$ cat src/rtl/path_player_pkg.sv
// Shared types and constants for the path playback block.
// Direction encodings, list geometry, coordinate width, FSM states.
package path_player_pkg;

  localparam int LIST_DEPTH = 256;
  localparam int IDX_W      = $clog2(LIST_DEPTH);
  localparam int CNT_W      = IDX_W + 1;
  localparam int COORD_W    = 4;

  typedef enum logic [1:0] {
    DIR_UP    = 2'b00,
    DIR_RIGHT = 2'b01,
    DIR_DOWN  = 2'b10,
    DIR_LEFT  = 2'b11
  } dir_e;

  typedef enum logic [1:0] {
    ST_IDLE   = 2'd0,
    ST_FETCH  = 2'd1,
    ST_EMIT   = 2'd2,
    ST_FINISH = 2'd3
  } state_e;

  typedef struct packed {
    logic [COORD_W-1:0] x;
    logic [COORD_W-1:0] y;
  } pos_t;

  // Coordinates wrap silently at the grid edge (modulo 2**COORD_W).
  function automatic pos_t step_pos(input pos_t p, input logic [1:0] dir);
    pos_t n;
    n = p;
    case (dir_e'(dir))
      DIR_UP:    n.y = p.y - 1'b1;
      DIR_RIGHT: n.x = p.x + 1'b1;
      DIR_DOWN:  n.y = p.y + 1'b1;
      DIR_LEFT:  n.x = p.x - 1'b1;
      default:   n = p;
    endcase
    return n;
  endfunction

endpackage

$ cat src/rtl/path_player_if.sv
// Solver-facing bundle of the path player: list load, playback request and step outputs.
interface path_player_if;
  import path_player_pkg::*;

  logic               init_list;
  logic               list_push;
  logic [1:0]         dir_in;
  logic               en_read;
  logic               Run;
  logic               Move;
  logic [1:0]         dir_out;
  logic [COORD_W-1:0] x_out;
  logic [COORD_W-1:0] y_out;
  logic               complete_read;
  logic [CNT_W-1:0]   count;
  logic               empty;
  logic               full;
  logic               overflow;
  logic               busy;

  modport master (
    output init_list, list_push, dir_in, en_read, Run,
    input  Move, dir_out, x_out, y_out, complete_read, count, empty, full, overflow, busy
  );

  modport slave (
    input  init_list, list_push, dir_in, en_read, Run,
    output Move, dir_out, x_out, y_out, complete_read, count, empty, full, overflow, busy
  );

endinterface

$ cat src/rtl/path_ram.sv
// 256x2 path list: one write port, one synchronous read port (1-cycle latency).
// Contents are deliberately not reset.
module path_ram
  import path_player_pkg::*;
(
  input  logic             CLK,
  input  logic             wr_en,
  input  logic [IDX_W-1:0] wr_addr,
  input  logic [1:0]       wr_dat,
  input  logic             rd_en,
  input  logic [IDX_W-1:0] rd_addr,
  output logic [1:0]       rd_dat
);

  logic [1:0] mem_q [LIST_DEPTH];
  logic [1:0] rd_dat_q;
  logic [1:0] rd_dat_d;

  always_comb begin
    rd_dat_d = rd_dat_q;
    if (rd_en) rd_dat_d = mem_q[rd_addr];
  end

  always_ff @(posedge CLK) begin
    if (wr_en) mem_q[wr_addr] <= wr_dat;
    rd_dat_q <= rd_dat_d;
  end

  assign rd_dat = rd_dat_q;

endmodule

$ cat src/rtl/path_player.sv
// Stores a solver path and replays it last-in-first-out as Move strobes with rat position.
// One step every 2 cycles; first Move 2 cycles after Run is accepted, complete_read 1 cycle after the last.
module path_player
  import path_player_pkg::*;
(
  input logic         CLK,
  input logic         RST,
  path_player_if.slave pif
);

  state_e           state_q, state_d;
  logic [CNT_W-1:0] count_q, count_d;
  logic [IDX_W-1:0] rd_idx_q, rd_idx_d;
  pos_t             pos_q, pos_d;
  logic             overflow_q, overflow_d;

  logic             ram_we;
  logic             ram_re;
  logic [1:0]       ram_rdat;
  logic             is_empty;
  logic             is_full;
  pos_t             pos_nxt;

  path_ram u_ram (
    .CLK     (CLK),
    .wr_en   (ram_we),
    .wr_addr (count_q[IDX_W-1:0]),
    .wr_dat  (pif.dir_in),
    .rd_en   (ram_re),
    .rd_addr (rd_idx_q),
    .rd_dat  (ram_rdat)
  );

  assign is_empty = (count_q == '0);
  assign is_full  = (count_q == CNT_W'(LIST_DEPTH));
  assign pos_nxt  = step_pos(pos_q, ram_rdat);

  always_comb begin
    state_d       = state_q;
    count_d       = count_q;
    rd_idx_d      = rd_idx_q;
    pos_d         = pos_q;
    overflow_d    = overflow_q;
    ram_we        = 1'b0;
    ram_re        = 1'b0;
    pif.Move          = 1'b0;
    pif.dir_out       = 2'b00;
    pif.complete_read = 1'b0;

    case (state_q)
      ST_IDLE: begin
        if (pif.init_list) begin
          count_d    = '0;
          overflow_d = 1'b0;
        end else begin
          if (pif.list_push) begin
            if (is_full) begin
              overflow_d = 1'b1;
            end else begin
              ram_we  = 1'b1;
              count_d = count_q + 1'b1;
            end
          end
          if (pif.Run && pif.en_read) begin
            // The list is replayed from its newest entry back to entry 0.
            state_d  = is_empty ? ST_FINISH : ST_FETCH;
            pos_d    = '0;
            rd_idx_d = IDX_W'(count_q - 1'b1);
          end
        end
      end
      ST_FETCH: begin
        ram_re  = 1'b1;
        state_d = ST_EMIT;
      end
      ST_EMIT: begin
        pif.Move    = 1'b1;
        pif.dir_out = ram_rdat;
        pos_d       = pos_nxt;
        if (rd_idx_q == '0) begin
          state_d = ST_FINISH;
        end else begin
          rd_idx_d = rd_idx_q - 1'b1;
          state_d  = ST_FETCH;
        end
      end
      ST_FINISH: begin
        pif.complete_read = 1'b1;
        state_d           = ST_IDLE;
      end
      default: state_d = ST_IDLE;
    endcase

    // Clearing the list mid-playback abandons it without a completion pulse.
    if (pif.init_list && (state_q != ST_IDLE)) begin
      state_d    = ST_IDLE;
      count_d    = '0;
      overflow_d = 1'b0;
      pos_d      = pos_q;
      rd_idx_d   = rd_idx_q;
    end
  end

  always_ff @(posedge CLK or posedge RST) begin
    if (RST) begin
      state_q    <= ST_IDLE;
      count_q    <= '0;
      rd_idx_q   <= '0;
      pos_q      <= '0;
      overflow_q <= 1'b0;
    end else begin
      state_q    <= state_d;
      count_q    <= count_d;
      rd_idx_q   <= rd_idx_d;
      pos_q      <= pos_d;
      overflow_q <= overflow_d;
    end
  end

  assign pif.x_out    = (state_q == ST_EMIT) ? pos_nxt.x : pos_q.x;
  assign pif.y_out    = (state_q == ST_EMIT) ? pos_nxt.y : pos_q.y;
  assign pif.count    = count_q;
  assign pif.empty    = is_empty;
  assign pif.full     = is_full;
  assign pif.overflow = overflow_q;
  assign pif.busy     = (state_q != ST_IDLE);

endmodule

$ cat src/flat_wrapper.sv
// flat-port wrapper written by rule: the top's interface ports become plain ports
module path_player_flat import path_player_pkg::*;
  (CLK, RST, pif_init_list, pif_list_push, pif_dir_in, pif_en_read, pif_Run, pif_Move, pif_dir_out, pif_x_out, pif_y_out, pif_complete_read, pif_count, pif_empty, pif_full, pif_overflow, pif_busy);
  path_player_if pif_i ();
  input logic CLK;
  input logic RST;
  input wire logic [$bits(pif_i.init_list)-1:0] pif_init_list;
  input wire logic [$bits(pif_i.list_push)-1:0] pif_list_push;
  input wire logic [$bits(pif_i.dir_in)-1:0] pif_dir_in;
  input wire logic [$bits(pif_i.en_read)-1:0] pif_en_read;
  input wire logic [$bits(pif_i.Run)-1:0] pif_Run;
  output wire logic [$bits(pif_i.Move)-1:0] pif_Move;
  output wire logic [$bits(pif_i.dir_out)-1:0] pif_dir_out;
  output wire logic [$bits(pif_i.x_out)-1:0] pif_x_out;
  output wire logic [$bits(pif_i.y_out)-1:0] pif_y_out;
  output wire logic [$bits(pif_i.complete_read)-1:0] pif_complete_read;
  output wire logic [$bits(pif_i.count)-1:0] pif_count;
  output wire logic [$bits(pif_i.empty)-1:0] pif_empty;
  output wire logic [$bits(pif_i.full)-1:0] pif_full;
  output wire logic [$bits(pif_i.overflow)-1:0] pif_overflow;
  output wire logic [$bits(pif_i.busy)-1:0] pif_busy;
  assign pif_i.init_list = pif_init_list;
  assign pif_i.list_push = pif_list_push;
  assign pif_i.dir_in = pif_dir_in;
  assign pif_i.en_read = pif_en_read;
  assign pif_i.Run = pif_Run;
  assign pif_Move = pif_i.Move;
  assign pif_dir_out = pif_i.dir_out;
  assign pif_x_out = pif_i.x_out;
  assign pif_y_out = pif_i.y_out;
  assign pif_complete_read = pif_i.complete_read;
  assign pif_count = pif_i.count;
  assign pif_empty = pif_i.empty;
  assign pif_full = pif_i.full;
  assign pif_overflow = pif_i.overflow;
  assign pif_busy = pif_i.busy;
  path_player u_core (.CLK(CLK), .RST(RST), .pif(pif_i));
endmodule
$ cat config.mk
export PLATFORM = sky130hd
export DESIGN_NAME = path_player_flat
export DESIGN_NICKNAME = d
export VERILOG_FILES = /design/src/rtl/path_player_pkg.sv /design/src/rtl/path_player_if.sv /design/src/rtl/path_ram.sv /design/src/rtl/path_player.sv /design/src/flat_wrapper.sv
export SDC_FILE = /design/constraint.sdc
export NUM_CORES = 1
export LEC_CHECK = 0
export CORE_MARGIN = 1
export CORE_UTILIZATION = 55
export CTS_CLUSTER_DIAMETER = 150
export DETAILED_ROUTE_END_ITERATION = 10
export PLACE_DENSITY = 0.74
export SYNTH_ARGS = -nofsm -noshare
export SYNTH_HDL_FRONTEND = slang
export SYNTH_HIERARCHICAL = 1
export SYNTH_SLANG_ARGS = --single-unit
$ cat constraint.sdc
create_clock -name CLK -period 5.29 [get_ports CLK]
set_input_delay 0.7935 -clock CLK [delete_from_list [all_inputs] [get_ports CLK]]
set_output_delay 0.7935 -clock CLK [all_outputs]
set_load 0.1 [all_outputs]
After elaboration in Yosys (flattened, before gate mapping)
Memories as Yosys holds them, arrays and structs flattened. A register that Yosys moved wholly into a read port is not among the register bits.
Index checks and enable logic that the tools add are counted.
{"block": "word_totals", "register_bits": 28, "mem_bits_rw": 512, "in_bits": 8, "wordCells": 81, "memories": 1}
{"name": "u_core.u_ram.mem_q", "words": 256, "width": 2, "read_ports": 1, "rd_clocked_by_memory_dff": 1, "wr": 1, "line": "path_ram.sv:15", "text": "logic [1:0] mem_q [LIST_DEPTH];"}
{"block": "classes", "add_sub_neg": 7, "eq_ne": 13, "n_mux": 37, "bitwise": 1, "n_reduce_logical": 16}
{"operator": "$mux 9", "count": 5}
{"operator": "$mux 8", "count": 5}
{"operator": "$pmux 8 s2", "count": 2}
{"operator": "$pmux 4 s2", "count": 2}
{"operator": "$sub 8x1->8 const B", "count": 2}
{"operator": "$mux 1", "count": 14}
{"operator": "$mux 2", "count": 6}
{"operator": "$add 9x1->9 const B", "count": 1}
{"operator": "$eq 9x9->1 const B", "count": 1}
{"operator": "$logic_not 9->1", "count": 1}
{"operator": "$add 4x1->4 const B", "count": 2}
{"operator": "$eq 2x2->1 const B", "count": 4}
{"operator": "$logic_not 8->1", "count": 1}
{"operator": "$mux 4", "count": 2}
{"operator": "$pmux 2 s4", "count": 1}
{"operator": "$sub 4x1->4 const B", "count": 2}
{"operator": "$ne 3x2->1 const B", "count": 2}
{"operator": "$reduce_and 3->1", "count": 2}
{"operator": "$reduce_bool 2->1", "count": 3}
{"operator": "$reduce_bool 3->1", "count": 2}
{"operator": "$reduce_and 5->1", "count": 1}
{"operator": "$eq 2x1->1 const B", "count": 2}
{"operator": "$logic_not 2->1", "count": 2}
{"operator": "$ne 2x2->1 const B", "count": 2}
{"operator": "other kinds (6)", "count": 7}

Depth between registers and ports, before layout
{"block": "logic_depth", "depth_word": 7, "depth_mapped": 11}

Cells and area by module
Netlist, hierarchy kept.
{"module": "path_ram", "instances": 1, "cells_each": 1242, "area_per_inst_um2": 21401.8}
{"module": "path_player", "instances": 1, "cells_each": 223, "area_per_inst_um2": 1921.8}

Worst setup path after synthesis
No wires, ideal clock.
{"block": "synth_path", "path_type": "flip-flop to output port", "startpoint": "reg u_core.state_q[0]", "endpoint": "out pif_x_out[2]", "arrival_time_ns": 3.584, "t_required_ns": 4.497, "path_slack_ns": 0.912, "path_stages_with_launch": 6, "path_cell_list": "dfrtp_1 > nand2b_2 > clkinv_1 > clkbuf_1 > nand2_1 > xnor2_1"}
{"block": "synth_between", "elab_chain_cells": 2}
{"element": "start: declaration", "line": "path_player.sv:11", "text": "state_e state_q, state_d;"}
{"element": "start signal: assignment", "line": "path_player.sv:112", "text": "state_q <= state_d;"}
{"element": "$eq 2x2->1", "line": "path_player.sv:120", "text": "assign pif.x_out = (state_q == ST_EMIT) ? pos_nxt.x : pos_q.x;"}
{"element": "$mux 4", "line": "path_player.sv:120"}
{"element": "end: declaration", "line": "flat_wrapper.sv:14", "text": "output wire logic [$bits(pif_i.x_out)-1:0] pif_x_out;"}
Every way passes these cells.

Worst setup path after layout
{"block": "layout_path", "startpoint": "reg u_core.u_ram.rd_dat_q[0], in the netlist u_core/u_ram/rd_dat[0], read port of u_core.u_ram.mem_q", "endpoint": "out pif_y_out[3]"}
{"block": "layout_between", "elab_chain_cells": 3, "word_cells_on_any_way": 4, "cone_classes": "eq/ne (1); mux (2); reduce/logical (1)"}
{"element": "start: declaration", "line": "path_ram.sv:16", "text": "logic [1:0] rd_dat_q;"}
{"element": "$eq 2x2->1 / $logic_not 2->1 (equally long branches)", "line": "path_player_pkg.sv:33", "text": "case (dir_e'(dir))"}
{"element": "$pmux 4 s2 *", "line": "path_player_pkg.sv:33"}
{"element": "$mux 4 *", "line": "path_player.sv:121", "text": "assign pif.y_out = (state_q == ST_EMIT) ? pos_nxt.y : pos_q.y;"}
{"element": "end: declaration", "line": "flat_wrapper.sv:15", "text": "output wire logic [$bits(pif_i.y_out)-1:0] pif_y_out;"}
Every way passes the cells marked *; elsewhere a longest branch is shown, timed or not.

==> flow_summary_export.csv <==
group,metric,value,unit
routing,drtIter0Drc,1477,
routing,viasPerCell,6.43,
routing,antenna_left,0,
critical_path,crit_required,4.50,ns
routing,drc,0,
logic_synthesis,ys_seq_area_share,69.2,%
clock_network,h-tree-depth,2,
logic_synthesis,synth-edff-count,514,
place,io_buffers,32,
critical_path,crit_family,"buffers and inverters",
worst_hold_path,hp-class,"flip-flop to flip-flop",
routing,avgRoutedWirePerCell,26.0,um
power_and_ir_drop,p_leak,8.11,nW
floorplanning,die_h,208,um
final_layout,fin_util,61.1,%
clock_network,clock_sinks,542,
place,place_congestion,0.826,
routing,vias,13295,
power_and_ir_drop,ir_worst_vdd,366,uV
place,hpwl,31400,um
critical_path,cpMaxStageDelayCell,"clkdlybuf4s50_1",
critical_path,cp-start-kind,"flip-flop",
timing,setup-violations-final,0,
final_layout,final_cells,2068,
logic_synthesis,synth_most_common_cell,"edfxtp_1",
grt,gr-total-overflow,0,
logic_synthesis,ys_seq_elements,542,
floorplanning,num_io_pins,33,
power_and_ir_drop,powerDensity,449,nW/um^2
logic_synthesis,async_flop_share,5.17,%
timing,relSlewSlack,24.1,%
final_layout,fill_cells,3025,
final_layout,area_growth,9.61,%
routing,drt-total-wl,53800,um
timing,grt_setup_unrepaired,"no",
timing,post-route-min-period,4.45,ns
logic_synthesis,postSynthAreaPerCell,15.9,um^2
logic_synthesis,yosys_warnings,6,
clock_network,cts_buffers,54,
timing,drv_slew,0,
critical_path,worstSetupEndpointType,"output pin",
logic_synthesis,synth_cell_types,75,
clock_network,path_clk_slew,0.06,ns
final_layout,nets,1503,
critical_path,slowest_delay,1.16,ns
critical_path,reg2regPathDepth,6,
timing,tightest_slew,1.14,ns
routing,drtPass1Iterations,5,
grt,antenna_found_initial,1,
place,place_inst,1971,
floorplanning,die_w,208,um
clock_network,cts_tree,"yes",
status,status,"completed",
clock_network,root_buffer,"clkbuf_16",
logic_synthesis,yosysTopAreaCell,"edfxtp_1",
floorplanning,rows,75,
critical_path,cp_num_buf_inv,2,
final_layout,drive_gt1_share,14.3,%
floorplanning,dieArea,43200,um^2
floorplanning,core,41900,um^2
job,maxCapViolCount,0,
logic_synthesis,synth_flop_cell,"edfxtp_1",
clock_network,post_cts_buffers,0,
critical_path,cp.arrival,3.66,ns
grt,grt_pass1_wl,81000,um
timing,timing.final.hold_violations,0,
timing,min_period_over_period,84.2,%
logic_synthesis,netlist.area_leader.share,66.2,%
critical_path,crit_fanout,9,
clock_network,clock_path_buffers,3,
clock_network,clk_latency,0.61,ns
grt,grt_start_max_net_pins,163,
grt,grt_usage,25.2,%
critical_path,crit_type,"flip-flop to output pin",
timing,timing.fmax,225,MHz
timing,skew,0.0246,ns
final_layout,num_antenna_cells,0,
critical_path,crit_cells,9,
timing,whs,0.501,ns
logic_synthesis,syn_area,23300,um^2
critical_path,ff2ff_setup_slack,1.62,ns
clock_network,hold_buffers,0,
worst_hold_path,whs_path_depth,1,
clock_network,cts_resized,0,
logic_synthesis,syn_inst,1465,
logic_synthesis,synthTopCellsByCount,"514 x edfxtp_1, 302 x nor2_1, 82 x mux4_2, 66 x mux2i_1, 61 x clkbuf_1",
floorplanning,start_util,55.7,%
timing,tns,0,ns
critical_path,cp_cell_sequence,"inv_1 -> nand2_1 -> ha_1 -> a21o_1 -> a21oi_1 -> xnor2_1 -> nor3_1 -> xor2_1 -> clkdlybuf4s50_1",
grt,grt_pass1_vias,13475,
logic_synthesis,synth_nets,1480,
logic_synthesis,synth.area.top_cells,"edfxtp_1 66%, mux4_2 7.9%, nor2_1 4.9%, dfrtp_1 3.0%, mux2i_1 2.8%",
==> worst register-to-register path, delay by kind of cell, from the launching register on <==
family / cells / cell delay (ns)
AND/OR/NAND/NOR: 1 / 0.95
AO/OA/AOI/OAI: 5 / 1.66
flip-flops: 1 / 0.83
==> cells by family after synthesis <==
kind of cell / count (synthesis) / synth area share [%]
fa+ha+maj: 7 / 0.408
buf+inv: 124 / 3.23
flops: 542 / 69.2
mux: 180 / 13.6
simple gates: 445 / 8.17
xor+xnor: 17 / 0.638
compound gates: 150 / 4.77
==> state kept, by name (all words and copies together), names as in the netlist <==
register             cells
u_core/u_ram/mem_q     512
u_core/u_ram/rd_dat      2
u_core/rd_idx_q          8
u_core/state_q           2
u_core/pif.count         9
u_core/pos_q             8
u_core/pif.overflow      1
==> final timing paths <==
path | end | start
min reg2reg | u_core/pos_q[7] | u_core/pos_q[7]
max | pif_y_out[3] | u_core/u_ram/rd_dat[0]
min | u_core/pos_q[7] | u_core/pos_q[7]
max reg2reg | u_core/u_ram/rd_dat[1] | u_core/rd_idx_q[2]
max in group asynchronous | u_core/rd_idx_q[0] | RST
min in group asynchronous | u_core/pos_q[7] | RST
==> cells in the final DEF (no fill, tap or decap), types with 8 or more instances in the layout <==
cell type        count
a211oi_1            12
a21oi_1             18
a22o_1              13
buf_4               33
clkbuf_1            12
clkbuf_16           54
clkdlybuf4s50_1     30
clkinv_1            16
clkinv_2             8
dfrtp_1             25
edfxtp_1           514
inv_1               19
mux2_2              11
mux2i_1             66
mux4_1              20
mux4_2              82
nand2_1             44
nand3_1             34
nand4_1             14
nor2_1             302
nor2b_1             10
o21ai_0             20
o21ai_1              8
o221ai_1            19
xnor2_1             10
==> where the power goes <==
part / leakage [nW] / switching [W] / total (W) / internal [W]
Combinational: 2.36 / 0.00176 / 0.00300 / 0.00125
Clock: 0.777 / 0.00157 / 0.00349 / 0.00192
Sequential: 4.98 / 0.000227 / 0.00498 / 0.00475
==> per-stage QoR <==
step                      power [W]  setup WS, ns  cell area, um^2
final                        0.0115         0.836            25600
after global routing         0.0118         0.683            25600
after CTS                    0.0115         0.817            25600
after detailed placement    0.00804          1.32            24000
after global placement      0.00799          1.46            24000
after floorplan             0.00728         0.912            23300
==> per-layer routing <==
layer	vias to the layer above	wire [um]	track usage, %
met5	-	10	0
met4	2	1930	9.45
met3	130	5080	6.81
met2	588	25800	40.1
met1	6827	21000	33.6
li1	5748	-	-
==> layout make-up <==
| cell class | count | area [um^2] | share of cell area [%] |
|---|---|---|---|
| clock buffers | 66 | 1400 | 5.46 |
| flip-flops and latches | 542 | 16100 | 63.1 |
| multi-input cells | 799 | 6440 | 25.2 |
| clock inverters | 31 | 194 | 0.759 |
| inverters | 23 | 91.3 | 0.357 |
| repair buffers | 68 | 631 | 2.47 |
| well taps | 539 | 674 | 2.64 |
(Power assumes the default switching activity.)
